### src/rtl/template_list_serializer_if.sv
// Word-in / byte-out bundle of the template list serializer.
interface template_list_serializer_if #(
    parameter int unsigned CHAR_BITS      = 8,
    parameter int unsigned WORD_MAX_LEN   = 8,
    parameter int unsigned RANGES_MAX     = 4,
    parameter int unsigned RANGE_INFO_MSB = $clog2(WORD_MAX_LEN)
);
    localparam int unsigned DIN_W   = WORD_MAX_LEN * CHAR_BITS;
    localparam int unsigned RANGE_W = RANGES_MAX * (RANGE_INFO_MSB + 1);

    logic [DIN_W-1:0]   din;
    logic [RANGE_W-1:0] range_info;
    logic               is_template_list;
    logic               word_list_end;
    logic               wr_en;
    logic               full;
    logic [7:0]         dout;
    logic               dout_wr_en;
    logic               dout_full;
    logic               pkt_end;

    // Word source / byte sink side.
    modport master (
        output din, range_info, is_template_list, word_list_end, wr_en, dout_full,
        input  full, dout, dout_wr_en, pkt_end
    );

    // Serializer side.
    modport slave (
        input  din, range_info, is_template_list, word_list_end, wr_en, dout_full,
        output full, dout, dout_wr_en, pkt_end
    );
endinterface

### src/rtl/template_list_serializer.sv
// Serializes one parallel word (+ optional RANGE_INFO records) into the byte
// stream parsed by the template/word list receiver.
module template_list_serializer #(
    parameter int unsigned CHAR_BITS      = 8,
    parameter int unsigned WORD_MAX_LEN   = 8,
    parameter int unsigned RANGES_MAX     = 4,
    parameter int unsigned RANGE_INFO_MSB = $clog2(WORD_MAX_LEN)
) (
    input logic                        clk,
    input logic                        rst,
    template_list_serializer_if.slave  bus
);
    localparam int unsigned REC_W = RANGE_INFO_MSB + 1;
    localparam int unsigned CNT_W = (WORD_MAX_LEN > 1) ? $clog2(WORD_MAX_LEN) : 1;
    localparam int unsigned RCN_W = (RANGES_MAX > 1) ? $clog2(RANGES_MAX) : 1;
    localparam logic [CNT_W-1:0] CHAR_LAST = CNT_W'(WORD_MAX_LEN - 1);
    localparam logic [RCN_W-1:0] REC_LAST  = RCN_W'(RANGES_MAX - 1);

    typedef enum logic [1:0] {
        ST_IDLE  = 2'd0,
        ST_WORD  = 2'd1,
        ST_RANGE = 2'd2
    } state_e;

    state_e               state_q, state_d;
    logic                 full_q, full_d;
    logic [7:0]           dout_q, dout_d;
    logic                 dout_wr_en_q, dout_wr_en_d;
    logic                 pkt_end_q, pkt_end_d;
    logic [CHAR_BITS-1:0] chars_q [WORD_MAX_LEN];
    logic [CHAR_BITS-1:0] chars_d [WORD_MAX_LEN];
    logic [REC_W-1:0]     recs_q  [RANGES_MAX];
    logic [REC_W-1:0]     recs_d  [RANGES_MAX];
    logic                 tmpl_q, tmpl_d;
    logic                 last_q, last_d;
    logic [CNT_W-1:0]     char_cnt_q, char_cnt_d;
    logic [RCN_W-1:0]     rec_cnt_q, rec_cnt_d;

    logic [CHAR_BITS-1:0] cur_char;
    logic [REC_W-1:0]     cur_rec;
    logic [7:0]           rec_byte;

    // Current character/record and the wire format of a RANGE_INFO byte.
    always_comb begin
        cur_char = chars_q[char_cnt_q];
        cur_rec  = recs_q[rec_cnt_q];
        rec_byte = '0;
        rec_byte[7] = cur_rec[RANGE_INFO_MSB];
        rec_byte[RANGE_INFO_MSB-1:0] = cur_rec[RANGE_INFO_MSB-1:0];
    end

    // Next-state, latch capture and output byte selection.
    always_comb begin
        state_d      = state_q;
        dout_d       = dout_q;
        dout_wr_en_d = 1'b0;
        pkt_end_d    = 1'b0;
        chars_d      = chars_q;
        recs_d       = recs_q;
        tmpl_d       = tmpl_q;
        last_d       = last_q;
        char_cnt_d   = char_cnt_q;
        rec_cnt_d    = rec_cnt_q;

        unique case (state_q)
            ST_IDLE: begin
                if (bus.wr_en) begin
                    for (int i = 0; i < int'(WORD_MAX_LEN); i++) begin
                        chars_d[i] = bus.din[i*CHAR_BITS +: CHAR_BITS];
                    end
                    for (int j = 0; j < int'(RANGES_MAX); j++) begin
                        recs_d[j] = bus.range_info[j*REC_W +: REC_W];
                    end
                    tmpl_d     = bus.is_template_list;
                    last_d     = bus.word_list_end;
                    char_cnt_d = '0;
                    rec_cnt_d  = '0;
                    state_d    = ST_WORD;
                end
            end
            ST_WORD: begin
                if (!bus.dout_full) begin
                    dout_wr_en_d = 1'b1;
                    dout_d       = 8'(cur_char);
                    // A zero char is the terminator; a full-length word has none.
                    if ((cur_char == '0) || (char_cnt_q == CHAR_LAST)) begin
                        if (tmpl_q) begin
                            state_d = ST_RANGE;
                        end else begin
                            state_d   = ST_IDLE;
                            pkt_end_d = last_q;
                        end
                    end else begin
                        char_cnt_d = char_cnt_q + CNT_W'(1);
                    end
                end
            end
            ST_RANGE: begin
                if (!bus.dout_full) begin
                    dout_wr_en_d = 1'b1;
                    dout_d       = rec_byte;
                    if ((cur_rec == '0) || (rec_cnt_q == REC_LAST)) begin
                        state_d   = ST_IDLE;
                        pkt_end_d = last_q;
                    end else begin
                        rec_cnt_d = rec_cnt_q + RCN_W'(1);
                    end
                end
            end
            default: state_d = ST_IDLE;
        endcase

        full_d = (state_d != ST_IDLE);
    end

    // State and output registers with synchronous reset.
    always_ff @(posedge clk) begin
        if (rst) begin
            state_q      <= ST_IDLE;
            full_q       <= 1'b0;
            dout_q       <= '0;
            dout_wr_en_q <= 1'b0;
            pkt_end_q    <= 1'b0;
            for (int i = 0; i < int'(WORD_MAX_LEN); i++) chars_q[i] <= '0;
            for (int j = 0; j < int'(RANGES_MAX); j++) recs_q[j] <= '0;
            tmpl_q       <= 1'b0;
            last_q       <= 1'b0;
            char_cnt_q   <= '0;
            rec_cnt_q    <= '0;
        end else begin
            state_q      <= state_d;
            full_q       <= full_d;
            dout_q       <= dout_d;
            dout_wr_en_q <= dout_wr_en_d;
            pkt_end_q    <= pkt_end_d;
            chars_q      <= chars_d;
            recs_q       <= recs_d;
            tmpl_q       <= tmpl_d;
            last_q       <= last_d;
            char_cnt_q   <= char_cnt_d;
            rec_cnt_q    <= rec_cnt_d;
        end
    end

    assign bus.full       = full_q;
    assign bus.dout       = dout_q;
    assign bus.dout_wr_en = dout_wr_en_q;
    assign bus.pkt_end    = pkt_end_q;
endmodule

### src/flat_wrapper.sv
// flat-port wrapper written by rule: the top's interface ports become plain ports
module template_list_serializer_flat 
#(
    parameter int unsigned CHAR_BITS      = 8,
    parameter int unsigned WORD_MAX_LEN   = 8,
    parameter int unsigned RANGES_MAX     = 4,
    parameter int unsigned RANGE_INFO_MSB = $clog2(WORD_MAX_LEN)
)
  (clk, rst, bus_din, bus_range_info, bus_is_template_list, bus_word_list_end, bus_wr_en, bus_dout_full, bus_full, bus_dout, bus_dout_wr_en, bus_pkt_end);
  template_list_serializer_if #(.CHAR_BITS(CHAR_BITS), .WORD_MAX_LEN(WORD_MAX_LEN), .RANGES_MAX(RANGES_MAX), .RANGE_INFO_MSB(RANGE_INFO_MSB)) bus_i ();
  input logic clk;
  input logic rst;
  input wire logic [$bits(bus_i.din)-1:0] bus_din;
  input wire logic [$bits(bus_i.range_info)-1:0] bus_range_info;
  input wire logic [$bits(bus_i.is_template_list)-1:0] bus_is_template_list;
  input wire logic [$bits(bus_i.word_list_end)-1:0] bus_word_list_end;
  input wire logic [$bits(bus_i.wr_en)-1:0] bus_wr_en;
  input wire logic [$bits(bus_i.dout_full)-1:0] bus_dout_full;
  output wire logic [$bits(bus_i.full)-1:0] bus_full;
  output wire logic [$bits(bus_i.dout)-1:0] bus_dout;
  output wire logic [$bits(bus_i.dout_wr_en)-1:0] bus_dout_wr_en;
  output wire logic [$bits(bus_i.pkt_end)-1:0] bus_pkt_end;
  assign bus_i.din = bus_din;
  assign bus_i.range_info = bus_range_info;
  assign bus_i.is_template_list = bus_is_template_list;
  assign bus_i.word_list_end = bus_word_list_end;
  assign bus_i.wr_en = bus_wr_en;
  assign bus_i.dout_full = bus_dout_full;
  assign bus_full = bus_i.full;
  assign bus_dout = bus_i.dout;
  assign bus_dout_wr_en = bus_i.dout_wr_en;
  assign bus_pkt_end = bus_i.pkt_end;
  template_list_serializer #(.CHAR_BITS(CHAR_BITS), .WORD_MAX_LEN(WORD_MAX_LEN), .RANGES_MAX(RANGES_MAX), .RANGE_INFO_MSB(RANGE_INFO_MSB)) u_core (.clk(clk), .rst(rst), .bus(bus_i));
endmodule
### config.mk
export PLATFORM = sky130hd
export DESIGN_NAME = template_list_serializer_flat
export DESIGN_NICKNAME = d
export VERILOG_FILES = /design/src/rtl/template_list_serializer_if.sv /design/src/rtl/template_list_serializer.sv /design/src/flat_wrapper.sv
export SDC_FILE = /design/constraint.sdc
export NUM_CORES = 1
export LEC_CHECK = 0
export BUFFER_PORTS_ARGS = -buffer_cell sky130_fd_sc_hd__buf_2
export CORE_MARGIN = 2
export CORE_UTILIZATION = 44
export CTS_BUF_LIST = sky130_fd_sc_hd__clkbuf_8
export DETAILED_ROUTE_END_ITERATION = 10
export GPL_TIMING_DRIVEN = 0
export PLACE_DENSITY = 0.78
export REMOVE_ABC_BUFFERS = 1
export SYNTH_ARGS = -nofsm -noshare
export SYNTH_HDL_FRONTEND = slang
export SYNTH_SLANG_ARGS = --single-unit
### constraint.sdc
create_clock -name clk -period 2.4 [get_ports clk]
set_input_delay 0.48 -clock clk [delete_from_list [all_inputs] [get_ports clk]]
set_output_delay 0.48 -clock clk [all_outputs]
set_load 0.01 [all_outputs]
; ---- Yosys cells after proc, flatten, opt, wreduce, memory -nomap -nowiden
; Index checks and enable logic that the tools add are counted.
[word_totals]
ff_bits = 100
in_bits = 86
out_inout_bits = 11
wordCells = 83
[op_classes]
add_sub_neg = 2
order_cmp = 2
n_eq_ne = 9
muxes = 31
bitwise = 3
n_reduce_logical = 15
[ops]
columns = cell, count
row1 = 2-to-1 mux 8 bit, 4
row2 = binary-select mux 8 bit (select 3 bit), 1
row3 = 2-to-1 mux 2 bit, 9
row4 = one-hot mux 8 bit (2 select lines), 1
row5 = "!= test 2 bit, second input constant", 5
row6 = 2-to-1 mux 3 bit, 3
row7 = binary-select mux 4 bit (select 2 bit), 1
row8 = logical NOT 8 bit, 1
row9 = 2-to-1 mux 4 bit, 2
row10 = AND reduction 4 bit, 2
row11 = nonzero test 2 bit, 4
row12 = 2-to-1 mux 1 bit, 6
row13 = one-hot mux 2 bit (3 select lines), 1
row14 = one-hot mux 3 bit (2 select lines), 1
row15 = "== test 2 bit, second input constant", 2
row16 = "greater-or-equal comparator 4 bit, second input constant", 1
row17 = logical NOT 4 bit, 1
row18 = inverter 3 -> 4 bit, 1
row19 = one-hot mux 2 bit (2 select lines), 1
row20 = OR reduction 2 bit, 2
row21 = "adder 3 x 1 -> 3 bit, second input constant", 1
row22 = "== test 3 bit, second input constant", 1
row23 = "greater-or-equal comparator 3 bit, second input constant", 1
row24 = inverter 2 -> 3 bit, 1
row25 = other kinds (8), 9

; ---- Depth between registers and ports, before layout
[logic_depth]
word_depth = 10
depth_mapped = 9
mapped_depth_nobuf = 7

; ---- Worst setup path after synthesis
; Ideal clock, no wire load.
[synth_path]
path_type = register to register
startpoint = reg u_core.char_cnt_q[0]
endpoint = reg u_core.full_q (netlist: u_core.bus.full)
setup_time_ns = 0.120
arrival_ns = 2.407
required_ns = 2.280
path_slack_ns = -0.127
stages_incl_launch_ff = 10
n_path_buf = 2
period_less_slack_ns = 2.527
cell_sequence = dfxtp_1 -> buf_6 -> buf_8 -> mux4_1 -> mux2_2 -> nor4_2 -> a21oi_2 -> o31a_1 -> o221a_2 -> or2_1
[synth_between]
elab_chain_cells = 10
word_cells_on_any_way = 11
cone_classes = eq/ne: 1 / mux: 6 / bitwise: 1 / reduce/logical: 3
[synth_rtl]
columns = element, line_no
row1 = from (decl), template_list_serializer.sv:36  ; logic [CNT_W-1:0] char_cnt_q, char_cnt_d;
row2 = from (signal assigned), template_list_serializer.sv:140  ; char_cnt_q <= char_cnt_d;
row3 = inverter 3 -> 4 bit (implied by the code), template_list_serializer.sv:45  ; cur_char = chars_q[char_cnt_q];
row4 = binary-select mux 8 bit (select 3 bit), template_list_serializer.sv:45
row5 = 2-to-1 mux 8 bit (implied by the code) (2 in a row), template_list_serializer.sv:45
row6 = logical NOT 8 bit, template_list_serializer.sv:86  ; if ((cur_char == '0) || (char_cnt_q == CHAR_LAST)) begin
row7 = logical OR 1 bit *, template_list_serializer.sv:86
row8 = 2-to-1 mux 2 bit *, template_list_serializer.sv:86
row9 = 2-to-1 mux 2 bit *, template_list_serializer.sv:82  ; if (!bus.dout_full) begin
row10 = one-hot mux 2 bit (3 select lines) *, template_list_serializer.sv:65  ; unique case (state_q)
row11 = nonzero test 2 bit *, template_list_serializer.sv:113  ; full_d = (state_d != ST_IDLE);
row12 = to (signal assigned), template_list_serializer.sv:132  ; full_q <= full_d;
row13 = to (decl), template_list_serializer.sv:26  ; logic full_q, full_d;
; Every way passes the cells marked *; elsewhere a longest branch is shown, timed or not. The select of a mux whose other input is x is not followed.
; A chain may end at the register's enable or synchronous reset.

; ---- Worst setup path in the final report
; Same ends and word-level chain as after synthesis.

==> summary.txt <==
STA
  • Hold slack: 0.343 ns
  • Setup Skew: 0.00730 ns
  • Relative slew slack: 33.9%
  • Fmax: 384 MHz
  • Minimum clock period: 2.61 ns
  • Period utilisation layout: 109%
  • Finish-stage setup viols: 5
  • Final WS setup: -0.207 ns
  • Max-slew violations: 0
  • Hold Vio Cnt, Final: 0
  • Worst slew pin tran: 0.991 ns
  • RSZ-0062 raised after global routing: yes

Setup path
  • Worst Setup SP: u_core.char_cnt_q[0]
  • CP top delay family: multiplexers
  • CP Buf/Inv Count: 1
  • Critical Path AT: 2.87 ns
  • Slowest stage cell, crit path: mux4_1
  • CP Launch Type: flop
  • Critical-path cell list: buf_12 -> mux4_1 -> mux2_4 -> nor4_4 -> a21oi_2 -> o31a_1 -> o221a_2 -> or2_1
  • Crit end category: flop
  • Crit path kind: reg -> reg
  • Slowest stage delay, CP: 0.56 ns
  • Max FO, Critical Path: 5
  • Critical Path RT: 2.66 ns
  • Crit Reg-Reg Startpoint: u_core.char_cnt_q[0]

Global routing
  • Total GRT Usage: 19.8%
  • Antenna violations before repair: 0
  • Global route overflow: 0
  • Vias in the first global route: 3563
  • Largest net degree at the start of global routing: 98
  • First-pass GRT wire length: 16400 um

Cells and area
  • Highest-count cells in the layout ignoring fill and taps: 167 x nand2_1, 96 x dfxtp_1, 95 x buf_2
  • Fillers: 890
  • Register Area: 2010 um2
  • Core Util, Final: 54.0%
  • Commonest non-fill, non-tap cell in the layout: nand2_1
  • Share of cells above drive strength 1: 27.6%
  • Ant diodes: 0
  • Area of the multi-input gates: 2210 um2
  • Nets: 678
  • Layout area overhead: 20.3%

Outcome
  • Failing checks: setup timing
  • Status: complete, but fails checks

Die
  • Row count: 36
  • Initial cell density of the core: 44.9%
  • Top Ports: 97
  • Vert. Die Dim: 103 um
  • Core area: 9680 um2
  • Die area: 10700 um2
  • Width of the die: 103 um

Place
  • Final RePlAce weighted congestion: 0.865
  • Port buffer count: 96
  • Hpwl dp: 6670 um

Clock network
  • Skew-Pair Late Insertion Delay: 0.36 ns
  • CTS tree: yes
  • Clock tree root driver cell: clkbuf_8
  • # clock sinks: 100
  • Clock buffer count from CTS: 9
  • Worst-path clk slew: 0.09 ns
  • Clk buf depth: 2
  • CTS HTree Levels: 3
  • CTS Hold Bufs: 0

Min path
  • Hold WC Path Type: in -> reg
  • Hold path startpoint: bus_is_template_list

Synthesis
  • Largest family of logic cells by synthesized area: simple AND/OR/NAND/NOR gates
  • Yosys warns: 0
  • Syn avg cell area: 8.64 um2
  • #FFs+latches synth: 100
  • Synthesized cell area: 4340 um2
  • Fraction of registers with async set/reset: 0%
  • Post-synthesis sequential area ratio: 46.1%
  • Mux contribution to synthesized area: 14.2%
  • Synth cell types: 36
  • Synth Area in Compound Gates: 13.5%
  • Ys flop type: dfxtp_1
  • Simple-gate area share of the yosys netlist: 20.1%
  • Post-synth EDFFs: 0
  • Gate Count Post-Synth: 503
  • Xor and xnor area share after synthesis: 0%
  • Synth Area in Adders: 2.02%

Power and ir drop
  • Power Density: 665 nW/um2
  • Peak supply drop: 0.250 mV
  • P_leak: 2.14 nW

Detailed routing
  • Routed WL per cell: 14.5 um
  • Remaining DRCs: 0
  • Routed Antenna Nets: 0
  • DR pass1 iterations: 5
  • Vias/cell: 5.22
  • Post-Route WL: 10400 um
  • DRT iter0 DRCs: 184
  • DR vias: 3762

Job
  • Max-Cap Viols: 0
## what timing repair did
| action | in CTS | in global routing |
|---|---|---|
| resized for setup | 27 | 14 |
| buffers inserted | 8 | 3 |
| setup endpoints to repair | 15 | 9 |
| pin swaps | 5 | 7 |
| cloned | 1 | 0 |
## worst min-delay path, delay by kind of cell
family	cells	cell delay (ns)
AO/OA/AOI/OAI	1	0.05
buffers and inverters	1	0.09
AND/OR/NAND/NOR	1	0.04
## logic make-up after synthesis
| kind of cell | after synthesis |
|---|---|
| AND/OR/NAND/NOR | 215 |
| AO/OA/AOI/OAI | 109 |
| flip-flops | 100 |
| buffers and inverters | 42 |
| multiplexers | 30 |
| adder cells (fa/ha/maj) | 7 |
## synthesized netlist by cell type (3+ instances only)
master / n / share of area, %
o21a_1: 3 / 0.52
nor2_1: 24 / 2.1
nand3_1: 5 / 0.58
mux2_2: 9 / 2.3
ha_1: 7 / 2.0
nand2_1: 168 / 15
nand2b_1: 3 / 0.43
dfxtp_1: 100 / 46
mux4_2: 5 / 2.6
o21ai_0: 5 / 0.58
a22oi_1: 4 / 0.69
clkbuf_1: 34 / 2.9
inv_1: 4 / 0.35
a21oi_1: 90 / 10
nor3_1: 4 / 0.46
mux4_1: 15 / 9.1
## state kept, by name (all words and copies together) (netlist names), 2 cells and up
signal,count
u_core.state_q,2
u_core.recs_q,16
u_core.rec_cnt_q,2
u_core.bus.dout,8
u_core.chars_q,64
u_core.char_cnt_q,3
## area by class of cell
| class | count | share of cell area, % |
|---|---|---|
| clock buffer | 9 | 2.37 |
| clock inverter | 5 | 0.934 |
| inverter | 4 | 0.287 |
| multi-input combinational | 361 | 42.2 |
| sequential | 100 | 38.5 |
| tap | 133 | 3.18 |
| timing repair buffer | 109 | 12.5 |
## stage by stage
step	cells	total power [W]	worst slack, ns	instance area [um2]	setup TNS [ns]
after floorplan	465	0.00220	-0.438	4180	-3.84
after global placement	694	0.00239	-0.911	4830	-67.02
after detailed placement	696	0.00242	-0.940	4870	-5.94
after CTS	719	0.00347	-0.192	5190	-0.427
after global routing	721	0.00364	-0.312	5230	-1.17
final	721	0.00348	-0.207	5230	-0.470
## final timing paths
kind / end / slack (ns) / depth (start not counted)
setup / recovery: u_core.bus.full / -0.21 / 8
setup reg to reg: u_core.bus.full / -0.21 / 8
hold / removal: u_core.tmpl_q / 0.34 / 3
hold reg to reg: u_core.chars_q[35] / 0.46 / 2
## report_power, final
part / leakage, nW / internal [W] / switching (W)
Clock: 0.0950 / 0.000460 / 0.000548
Sequential: 0.822 / 0.00177 / 0.0000663
Combinational: 1.22 / 0.000283 / 0.000344
## layer usage
layer  track usage (%)  vias up  share of wire [%]
met5                 0        -                  0
met4              10.0        0                2.3
met3              3.16       20                4.8
met2              32.9      118                 48
met1              25.1     1755                 45
li1                  -     1869                  -
Note: power is estimated with default switching activity, not from simulation.
